File: src/rtl/ooo_decode_execute_stage_buf.sv
// ooo_decode_execute_stage_buf: in-order FIFO between OoO decode and execute with per-SFU stall issue, flush and halt drain
// Ports:
//   CLK, RST                 clock, asynchronous active-high reset
//   dec_valid/dec_ready      decode handshake; dec_ready is registered ("not full, no halt seen")
//   dec_pkt/dec_sfu_type     decoded payload and its target functional unit
//   dec_halt                 payload is a halt instruction
//   stall_*                  per-SFU busy (arith, multiply, divide, loadstore)
//   flush                    squash everything buffered
//   ex_valid/ex_pkt/...      head packet issued to execute (zero when empty)
//   halted                   a halt has issued; cleared by flush
//   count                    occupancy
// Optional: DE_STAGE_PERF_CNT_EN adds saturating per-SFU stall counters stall_cnt_*.
module ooo_decode_execute_stage_buf #(
    parameter int PKT_W = 256,
    parameter int DEPTH = 2,
    parameter int SFU_W = 2
) (
    input  logic                       CLK,
    input  logic                       RST,
    input  logic                       dec_valid,
    output logic                       dec_ready,
    input  logic [PKT_W-1:0]           dec_pkt,
    input  logic [SFU_W-1:0]           dec_sfu_type,
    input  logic                       dec_halt,
    input  logic                       stall_arith,
    input  logic                       stall_multiply,
    input  logic                       stall_divide,
    input  logic                       stall_loadstore,
    input  logic                       flush,
    output logic                       ex_valid,
    output logic [PKT_W-1:0]           ex_pkt,
    output logic [SFU_W-1:0]           ex_sfu_type,
    output logic                       ex_halt,
    output logic                       halted,
    output logic [$clog2(DEPTH):0]     count
`ifdef DE_STAGE_PERF_CNT_EN
    ,
    output logic [31:0]                stall_cnt_arith,
    output logic [31:0]                stall_cnt_mult,
    output logic [31:0]                stall_cnt_div,
    output logic [31:0]                stall_cnt_ls
`endif
);
    localparam int AW = $clog2(DEPTH);
    localparam int CW = AW + 1;
    localparam logic [CW-1:0] FULL = CW'(DEPTH);

    logic [PKT_W-1:0] mem_pkt [DEPTH];
    logic [SFU_W-1:0] mem_sfu [DEPTH];
    logic [DEPTH-1:0] mem_halt;
    logic [AW-1:0]    wr_ptr, rd_ptr;
    logic             halt_pending, has_head, stall_sel, push;
    logic             halted_next, halt_pending_next;
    logic [CW-1:0]    count_next;

    assign has_head    = count != '0;
    assign ex_pkt      = has_head ? mem_pkt[rd_ptr] : '0;
    assign ex_sfu_type = has_head ? mem_sfu[rd_ptr] : '0;
    assign ex_halt     = has_head & mem_halt[rd_ptr];
    assign stall_sel   = (ex_sfu_type == SFU_W'(0)) ? stall_arith :
                         (ex_sfu_type == SFU_W'(1)) ? stall_multiply :
                         (ex_sfu_type == SFU_W'(2)) ? stall_divide : stall_loadstore;
    assign ex_valid    = has_head & !stall_sel & !halted & !flush;
    // flush drops a same-cycle push
    assign push        = dec_valid & dec_ready & !flush;
    assign count_next  = flush ? '0 : count + CW'(push) - CW'(ex_valid);
    assign halted_next = !flush & (halted | (ex_valid & ex_halt));
    // once a halt is buffered, decode is closed until flush
    assign halt_pending_next = !flush & (halt_pending | (push & dec_halt));

    always_ff @(posedge CLK or posedge RST) begin
        if (RST) begin
            count        <= '0;
            wr_ptr       <= '0;
            rd_ptr       <= '0;
            halted       <= 1'b0;
            halt_pending <= 1'b0;
            dec_ready    <= 1'b0;
            mem_halt     <= '0;
            for (int k = 0; k < DEPTH; k++) begin
                mem_pkt[k] <= '0;
                mem_sfu[k] <= '0;
            end
        end else begin
            count        <= count_next;
            halted       <= halted_next;
            halt_pending <= halt_pending_next;
            dec_ready    <= (count_next < FULL) & !halted_next & !halt_pending_next;
            wr_ptr       <= flush ? '0 : wr_ptr + AW'(push);
            rd_ptr       <= flush ? '0 : rd_ptr + AW'(ex_valid);
            if (push) begin
                mem_pkt[wr_ptr]  <= dec_pkt;
                mem_sfu[wr_ptr]  <= dec_sfu_type;
                mem_halt[wr_ptr] <= dec_halt;
            end
        end
    end

`ifdef DE_STAGE_PERF_CNT_EN
    logic [31:0] stall_cnt [4];

    always_ff @(posedge CLK or posedge RST) begin
        if (RST) begin
            for (int k = 0; k < 4; k++) stall_cnt[k] <= '0;
        end else begin
            for (int k = 0; k < 4; k++)
                if (has_head & stall_sel & !flush & (ex_sfu_type == SFU_W'(k)) & ~&stall_cnt[k])
                    stall_cnt[k] <= stall_cnt[k] + 32'd1;
        end
    end

    assign stall_cnt_arith = stall_cnt[0];
    assign stall_cnt_mult  = stall_cnt[1];
    assign stall_cnt_div   = stall_cnt[2];
    assign stall_cnt_ls    = stall_cnt[3];
`endif
endmodule
File: config.mk
export PLATFORM = sky130hd
export DESIGN_NAME = ooo_decode_execute_stage_buf
export DESIGN_NICKNAME = d
export VERILOG_FILES = /design/src/rtl/ooo_decode_execute_stage_buf.sv
export SDC_FILE = /design/constraint.sdc
export NUM_CORES = 1
export LEC_CHECK = 0
export CAP_MARGIN = 10
export CORE_MARGIN = 8
export CORE_UTILIZATION = 51
export CTS_CLUSTER_DIAMETER = 30
export DETAILED_ROUTE_END_ITERATION = 10
export HOLD_SLACK_MARGIN = 0.08
export PLACE_DENSITY = 0.81
export SLEW_MARGIN = 20
export SYNTH_ARGS = -nofsm -noshare
export SYNTH_HDL_FRONTEND = slang
export SYNTH_SLANG_ARGS = --single-unit
File: constraint.sdc
create_clock -name CLK -period 20.7 [get_ports CLK]
set_clock_uncertainty 0.1 [all_clocks]
set_input_delay 2.07 -clock CLK [delete_from_list [all_inputs] [get_ports CLK]]
set_output_delay 2.07 -clock CLK [all_outputs]
set_load 0.005 [all_outputs]
# Word level (Yosys, flattened, before mapping)
# Index checks and enable logic that the tools add are counted.
dict set report classes {
  n_addsub 4
  order_cmp 7
  eq_ne 2
  n_mux 25
  n_bitwise 16
  n_reduce_logical 9
}
# operator n
set ops {}
lappend ops {{256-bit 2-to-1 mux} 5}
lappend ops {{512-bit bitwise mux} 1}
lappend ops {{256-bit demux with 1-bit select} 1}
lappend ops {{1-bit bitwise AND} 12}
lappend ops {{2-bit 2-to-1 mux} 6}
lappend ops {{1-bit 2-to-1 mux} 8}
lappend ops {{1-bit zero test} 5}
lappend ops {{4-bit bitwise mux} 1}
lappend ops {{2-bit >= comparator (second input constant)} 2}
lappend ops {{1-bit by 2-bit less-than comparator with 1-bit output (second input constant)} 2}
lappend ops {{1-bit NOT with 2-bit output} 2}
lappend ops {{1-bit adder} 2}
lappend ops {{2-bit by 1-bit adder with 2-bit output} 1}
lappend ops {{2-bit bitwise mux} 1}
lappend ops {{2-bit demux with 1-bit select} 1}
lappend ops {{2-bit by 1-bit equality test with 1-bit output (second input constant)} 1}
lappend ops {{2-bit equality test (second input constant)} 1}
lappend ops {{1-bit logical AND} 2}
lappend ops {{2-bit zero test} 1}
lappend ops {{2-bit by 1-bit less-than comparator with 1-bit output (second input constant)} 1}
lappend ops {{2-bit less-than comparator (second input constant)} 1}
lappend ops {{1-bit OR} 2}
lappend ops {{2-bit nonzero test} 1}
lappend ops {{2-bit by 1-bit subtractor with 2-bit output} 1}
lappend ops {{other kinds (2)} 2}
dict set report word_totals {
  reg_bits 525
  inputBits 267
  output_inout_bits 264
  elab_cells 74
}

# Depth between registers and ports, before layout
# Gate-level depths: netlist of the first run.
dict set report depth {
  depth_word 19
  mapped_depth 11
  mapped_depth_nobuf 10
}

# Least setup slack after synthesis of the first run
# OpenSTA, ideal clock, no wires.
dict set report synth_path {
  path_type {input port to output port}
  start {input port stall_multiply}
  end {output port ex_valid}
  t_arrival_ns 2.861
  required_time_ns 18.530
  path_slack_ns 15.669
  cell_stages 2
  path_buffers 0
  cell_sequence {mux4_2 nor4_1}
}
dict set report synth_between {
  elab_chain_len 6
}
# item line_no
set synth_rtl {}
lappend synth_rtl {{start: declaration} 26} ;# input logic stall_multiply,
lappend synth_rtl {{1-bit 2-to-1 mux} 61} ;# (ex_sfu_type == SFU_W'(1)) ? stall_multiply :
lappend synth_rtl {{1-bit 2-to-1 mux} 60} ;# assign stall_sel = (ex_sfu_type == SFU_W'(0)) ? stall_arith :
lappend synth_rtl {{1-bit zero test} 63} ;# assign ex_valid = has_head & !stall_sel & !halted & !flush;
lappend synth_rtl {{1-bit bitwise AND (3 in a row)} 63}
lappend synth_rtl {{end: declaration} 30} ;# output logic ex_valid,
# No other way between the ends.

# Worst setup path in the final report of the first run
dict set report layout_path {
  start {register rd_ptr}
  end {output port ex_pkt[199]}
}
dict set report layout_between {
  elab_chain_len 5
}
# item line_no
set layout_rtl {}
lappend layout_rtl {{start: declaration} 51} ;# logic [AW-1:0] wr_ptr, rd_ptr;
lappend layout_rtl {{start signal: assignment} 90} ;# rd_ptr <= flush ? '0 : rd_ptr + AW'(ex_valid);
lappend layout_rtl {{1-bit NOT with 2-bit output (implied by the code)} 57} ;# assign ex_pkt = has_head ? mem_pkt[rd_ptr] : '0;
lappend layout_rtl {{256-bit 2-to-1 mux (implied by the code) (3 in a row)} 57}
lappend layout_rtl {{256-bit 2-to-1 mux} 57}
lappend layout_rtl {{end: declaration} 31} ;# output logic [PKT_W-1:0] ex_pkt,
# No other way between the ends. The select of a mux whose other input is x is not followed.

==> results.json, run 1 <==
{
  "finalSetupViolCount": 0,
  "worst_path_largest_cell_delay_ns": 0.91,
  "drc": 0,
  "grt_max_degree": 187,
  "initial_core_util": 0.5140,
  "finalHoldViolCount": 0,
  "ys_types": 24,
  "crit_chain": "buf_4 > buf_4 > mux2i_1 > nor2_1 > clkdlybuf4s50_1",
  "fin_crit_ns": 6.455,
  "synth.cell_area_mm2": 0.02317,
  "reg2reg_to": "dec_ready",
  "drt-pass1-iter-count": 4,
  "ff2ff_path_depth": 10,
  "seqPwrFrac": 0.325,
  "floorplan.rows": 78,
  "synth_largest_area_cell": "dfrtp_1",
  "wirelength_um": 66040,
  "ys_ff_latch": 525,
  "cts-resized-gates": 0,
  "syn_nets": 1975,
  "synth-xor-area-share": 0.0007559,
  "gr-total-overflow": 0,
  "rsz0062_at_grt": "no",
  "worst_setup_path_start_kind": "flop",
  "route.detailed.wl_per_inst_um": 22.39,
  "clkSinkCount": 525,
  "r2r_slack_ns": 16.47,
  "tightest_slew_ns": 1.282,
  "crit_top_cell": "buf_4",
  "p_leak_nw": 13.35,
  "ios": 531,
  "worstPathMaxFanout": 50,
  "syn2layout_area_growth_pct": 41.98,
  "seq_area_frac_synth": 0.5669,
  "path_clk_slew_ns": 0.05,
  "final_antenna_net_count": 0,
  "drive_gt1_frac": 0.3126,
  "multi_input_area_mm2": 0.009605,
  "fin_total_pwr_mw": 5.664,
  "switching_share": 0.3063,
  "critical_path_class": "flop to output pin",
  "cpMaxStageDelayCell": "dfrtp_4",
  "instances_no_fill": 2949,
  "synth_cells": 1704,
  "drv_cap": 0,
  "layout_common_cells": "clkdlybuf4s50_1 (530), dfrtp_1 (524), mux2_2 (518)",
  "yosys.area_share.simple": 0.04427,
  "vias": 15950,
  "worst_ep_arrival_time_ns": 4.28,
  "required_ns": 18.53,
  "synth_compound_area_frac": 0.001458,
  "synth.area.top_cells": "dfrtp_1 (57%), mux2_2 (25%), mux2i_1 (11%)",
  "clock_path_buffers": 3,
  "synth_top_area_share": 0.5669,
  "setup_tns_ns": 0,
  "end_kind": "output pin",
  "die_y_um": 229.2,
  "grt_pass1_vias": 17660,
  "max_freq_mhz": 154.9,
  "cts_buffers": 109,
  "post-cts-setup-buffers": 0,
  "avgSynthCellArea_um2": 13.60,
  "hold_class": "flop to flop",
  "reg2reg_from": "rd_ptr",
  "die-area_mm2": 0.05252,
  "min_path_cells": 1,
  "antenna_found_initial": 27,
  "core_mm2": 0.04509,
  "layout_commonest_cell": "clkdlybuf4s50_1",
  "synth-adder-area-share": 0.002160,
  "yosys_warnings": 0,
  "num-nets-final": 2516,
  "die_w_um": 229.2,
  "vias_per_cell": 5.409,
  "synthMuxAreaShare": 0.3645,
  "slew_violations": 0,
  "dp_hpwl_um": 42280,
  "h-tree-depth": 3,
  "pwr-share-comb": 0.356,
  "port_buffers": 530,
  "grt.total_usage": 0.2461,
  "cts-root-buf": "clkbuf_16",
  "tritoncts": "built",
  "synth_top_family_by_area": "multiplexers",
  "nFillCells": 2895,
  "clk-insertion-delay-late_ns": 0.64,
  "fin_crit_sh": 0.3118,
  "p_clk_frac": 0.320,
  "register_area_mm2": 0.01314,
  "drtIter0Drc": 940,
  "min_to": "mem_pkt[252]",
  "gp_congestion": 0.8314,
  "grt_pass1_wl_um": 102800,
  "slew_headroom": 0.1455,
  "dp_cells": 2734,
  "worstHoldStart": "mem_pkt[252]",
  "powerDensity_mw_per_mm2": 172.2,
  "ctsHoldBuffers": 0,
  "p_int_mw": 3.930,
  "peakVddDrop_mv": 0.1226,
  "p_sw_mw": 1.735,
  "outcome": "finished clean"
}
-- worst max-delay path by stage --
stage                 from      endpoint  slack (ns)  cells past startpoint
floorplan              RST      count[0]        3.86                      1
global placement     flush  mem_pkt[166]       14.27                      7
detailed placement   flush  mem_pkt[144]       14.26                      7
CTS                 rd_ptr      ex_valid       14.18                      5
global route        rd_ptr      ex_valid       14.00                      5
finish              rd_ptr   ex_pkt[199]       14.25                      5
-- cell type report --
| cell class | instances | area share |
|---|---|---|
| sequential | 525 | 0.3994 |
| multi-input combinational | 1058 | 0.2919 |
| timing repair buffer | 546 | 0.1661 |
| clock buffer | 129 | 0.08761 |
| clock inverter | 72 | 0.03031 |
| tap | 600 | 0.02282 |
| antenna | 14 | 0.001065 |
| inverter | 5 | 0.0007985 |
-- flip-flops by register name, summed over array words and instances, names as in the netlist --
name          cells
count             2
dec_ready         1
halt_pending      1
halted            1
mem_halt          2
mem_pkt         512
mem_sfu           4
rd_ptr            1
wr_ptr            1
-- cells in the mapped netlist --
library cell  count
a21oi_1           2
a31oi_1           1
a41o_1            1
buf_1            23
buf_2             3
buf_4             1
clkbuf_1         89
dfrtp_1         525
ha_1              4
inv_1             5
mux2_2          518
mux2i_1         259
mux4_2            1
nand2_1           1
nand2b_1          1
nor2_1          262
nor2_2            1
nor2b_1           1
nor4_1            1
o31ai_1           1
or2_2             1
or4_1             1
xnor2_1           1
xor2_1            1
-- stage by stage --
step	hold slack, ns	instance area [um^2]	utilization	setup WS (ns)
final	0.3999	32900	0.7298	14.25
after global routing	0.4108	32900	0.7296	14.00
after CTS	0.3971	32850	0.7287	14.18
after detailed placement	0.3872	28970	0.6426	14.26
after global placement	0.3878	28970	0.6426	14.27
after floorplan	0.3495	23170	-	3.862
-- cell families (layout without fill, tap and decap cells) --
family / count (synthesis) / count (layout)
compound gates: 5 / 5
other cells: 0 / 14
flops: 525 / 525
fa+ha+maj: 4 / 4
buf+inv: 121 / 752
mux: 778 / 778
simple gates: 269 / 269
xor+xnor: 2 / 2
-- metal layers --
layer | share of wire | track usage | wire [um]
met1 | 0.38 | 0.2820 | 25360
met2 | 0.50 | 0.4064 | 32780
met3 | 0.083 | 0.09468 | 5485
met4 | 0.034 | 0.1100 | 2240
met5 | 0.0026 | 0 | 173
-- worst max-delay path: cells and delay by family (launching register included) --
| kind | cells | cell delay (ns) |
|---|---|---|
| muxes | 1 | 0.18 |
| buffers and inverters | 3 | 2.19 |
| and+or+nand+nor | 1 | 0.25 |
| DFF | 1 | 0.91 |
-- power by group through the flow --
stage               Combinational, mW  Clock, mW  Sequential [mW]
CTS                              2.04       1.84             1.84
global route                     2.16       1.89             1.91
detailed placement               2.01          0             1.84
floorplan                        1.17          0             1.74
finish                           2.02       1.81             1.84
global placement                 1.97          0             1.80
(Power assumes the default switching activity.)
==> inputs of run 2 (changes only) <==
==> constraint.sdc (replaced) <==
create_clock -name CLK -period 6.6 [get_ports CLK]
set_clock_uncertainty 0.1 [all_clocks]
set_input_delay 0.66 -clock CLK [delete_from_list [all_inputs] [get_ports CLK]]
set_output_delay 0.66 -clock CLK [all_outputs]
set_load 0.005 [all_outputs]
==> run 2 against run 1 <==
  * Sequential power grew to 3.1 times the previous value
  * Clock power increased to 3.1 times the previous value
  * Register-to-register slack worse by 13 ns
  * Combinational power increased to 3.2 times the previous value
  * Global-route usage barely moved
  * Wire length hardly changed
  * Hold slack worse by 0.0011 ns
  * Via count fell by 0.63%
  * Worst setup slack worse by 12 ns
  * Sequential cell count stayed put
  * Critical endpoint is now ex_valid
==> results.json, run 2 (synthesis results as in run 1) <==
{
  "outcome": "finished clean",
  "clock_path_buffers": 3,
  "dp_hpwl_um": 42780,
  "fin_crit_ns": 4.286,
  "cp_num_buf_inv": 1,
  "r2r_slack_ns": 3.07,
  "largest_register_ffs": 512,
  "drv_cap": 0,
  "floorplan.rows": 78,
  "port_buffers": 530,
  "ios": 531,
  "final_antenna_net_count": 0,
  "num-nets-final": 2515,
  "dp_cells": 2733,
  "ff2ff_path_depth": 9,
  "slew_violations": 0,
  "route.detailed.wl_per_inst_um": 22.36,
  "grt.total_usage": 0.2457,
  "nFillCells": 2878,
  "drc": 0,
  "largestRegisters": "mem_pkt: 512 flops, mem_sfu: 4 flops",
  "multi_input_area_mm2": 0.009605,
  "gr-total-overflow": 0,
  "tritoncts": "built",
  "vias": 15850,
  "powerDensity_mw_per_mm2": 538.3,
  "cts-root-buf": "clkbuf_16",
  "worst_path_largest_cell_delay_ns": 0.80,
  "tightest_slew_ns": 1.156,
  "vias_per_cell": 5.368,
  "place_area_mm2": 0.02906,
  "initial_core_util": 0.5140,
  "fin_crit_sh": 0.6494,
  "drive_gt1_frac": 0.3128,
  "slew_headroom": 0.2296,
  "switching_share": 0.3034,
  "die_w_um": 229.2,
  "setup_tns_ns": 0,
  "h-tree-depth": 3,
  "gp_congestion": 0.8320,
  "register_area_mm2": 0.01314,
  "p_clk_frac": 0.318,
  "rsz0062_at_grt": "no",
  "cts_buffers": 108,
  "layout_commonest_cell": "clkdlybuf4s50_1",
  "setup.worst_path.start": "rd_ptr",
  "peakVddDrop_mv": 0.4041,
  "die_y_um": 229.2,
  "grt_pass1_wl_um": 102600,
  "end_kind": "output pin",
  "p_leak_nw": 13.41,
  "clk-insertion-delay-late_ns": 0.64,
  "instances_no_fill": 2953,
  "seqPwrFrac": 0.323,
  "largest_register": "mem_pkt",
  "cts-resized-gates": 0,
  "pwr-share-comb": 0.358,
  "syn2layout_area_growth_pct": 42.59,
  "required_ns": 5.84,
  "endpoint": "ex_valid",
  "fin_total_pwr_mw": 17.79,
  "drtIter0Drc": 816,
  "worst_ep_arrival_time_ns": 3.53,
  "postLayoutSetupSlackWorst_ns": 2.314,
  "final_cell_area_mm2": 0.03305,
  "grt_max_degree": 181,
  "die-area_mm2": 0.05252,
  "dp_worst_setup_slack_ns": 2.777,
  "drt-pass1-iter-count": 4,
  "finalHoldViolCount": 0,
  "critical_path_class": "flop to output pin",
  "layout_common_cells": "clkdlybuf4s50_1 (530), dfrtp_1 (524), mux2_2 (518)",
  "reg2reg_to": "dec_ready",
  "hold_class": "flop to flop",
  "p_sw_mw": 5.397,
  "reg2reg_from": "rd_ptr",
  "clkSinkCount": 525,
  "post-cts-setup-buffers": 0,
  "path_clk_slew_ns": 0.05,
  "core_mm2": 0.04509,
  "worst_setup_path_start_kind": "flop",
  "ctsHoldBuffers": 0,
  "worstPathMaxFanout": 31,
  "grt_pass1_vias": 17670,
  "wirelength_um": 66020,
  "max_freq_mhz": 233.3,
  "finalSetupViolCount": 0,
  "cp_top_family": "multiplexers",
  "antenna_found_initial": 22,
  "p_int_mw": 12.39,
  "crit_cells": 4,
  "crit_chain": "mux2i_1 > mux4_2 > nor4_1 > clkdlybuf4s50_1",
  "cpMaxStageDelayCell": "dfrtp_4"
}
==> run 2: cell types whose count changed in the layout (fill, tap and decap cells not counted), moves of 3 or more <==
cell	change
clkbuf_8	+11
buf_12	+8
clkinv_4	-8
clkinv_2	+6
buf_4	-5
buf_6	-4
inv_6	-4
inv_16	-3
==> run 2: area by class of cell <==
class | count | area share
sequential | 525 | 0.3977
tap | 600 | 0.02272
timing repair buffer | 546 | 0.1686
clock buffer | 140 | 0.09117
inverter | 5 | 0.0006815
antenna | 16 | 0.001212
multi-input combinational | 1058 | 0.2907
clock inverter | 63 | 0.02730
==> run 2: metal layers <==
metal  up-vias  part of all wire  GRT usage
met3       112             0.080    0.08714
met2       503              0.50     0.4037
li1       7081                 -          -
met1      8143              0.39     0.2914
met5         -            0.0013          0
met4        12             0.031     0.1016
==> run 2: worst min path at each step <==
stage	startpoint	endpoint	slack (ns)	cells after the start
floorplan	halt_pending	halt_pending	0.35	2
global placement	halt_pending	halt_pending	0.37	2
finish	mem_pkt[466]	mem_pkt[466]	0.40	1
global route	mem_pkt[31]	mem_pkt[31]	0.41	1
detailed placement	mem_pkt[447]	mem_pkt[447]	0.39	1
CTS	mem_pkt[447]	mem_pkt[447]	0.40	1
==> run 2: power groups by stage <==
stage	sequential [mW]	clock, mW	combinational [mW]
after global placement	5.62	0	6.20
after floorplan	5.47	0	3.67
final	5.75	5.66	6.37
after detailed placement	5.76	0	6.34
after CTS	5.76	5.75	6.44
after global routing	5.97	5.90	6.82
==> run 2: per-stage QoR <==
step | util | hold WS (ns)
global route | 0.7326 | 0.4094
floorplan | - | 0.3495
finish | 0.7329 | 0.3988
global placement | 0.6446 | 0.3669
CTS | 0.7314 | 0.4041
detailed placement | 0.6446 | 0.3945
==> run 2: worst reg2reg max path: cells and delay by family, from the launching register on <==
family / cells / cell delay, ns
flops: 1 / 0.80
buf+inv: 1 / 0.06
compound gates: 1 / 0.22
xor+xnor: 2 / 0.29
fa+ha+maj: 2 / 0.47
mux: 2 / 1.04
simple gates: 1 / 0.44
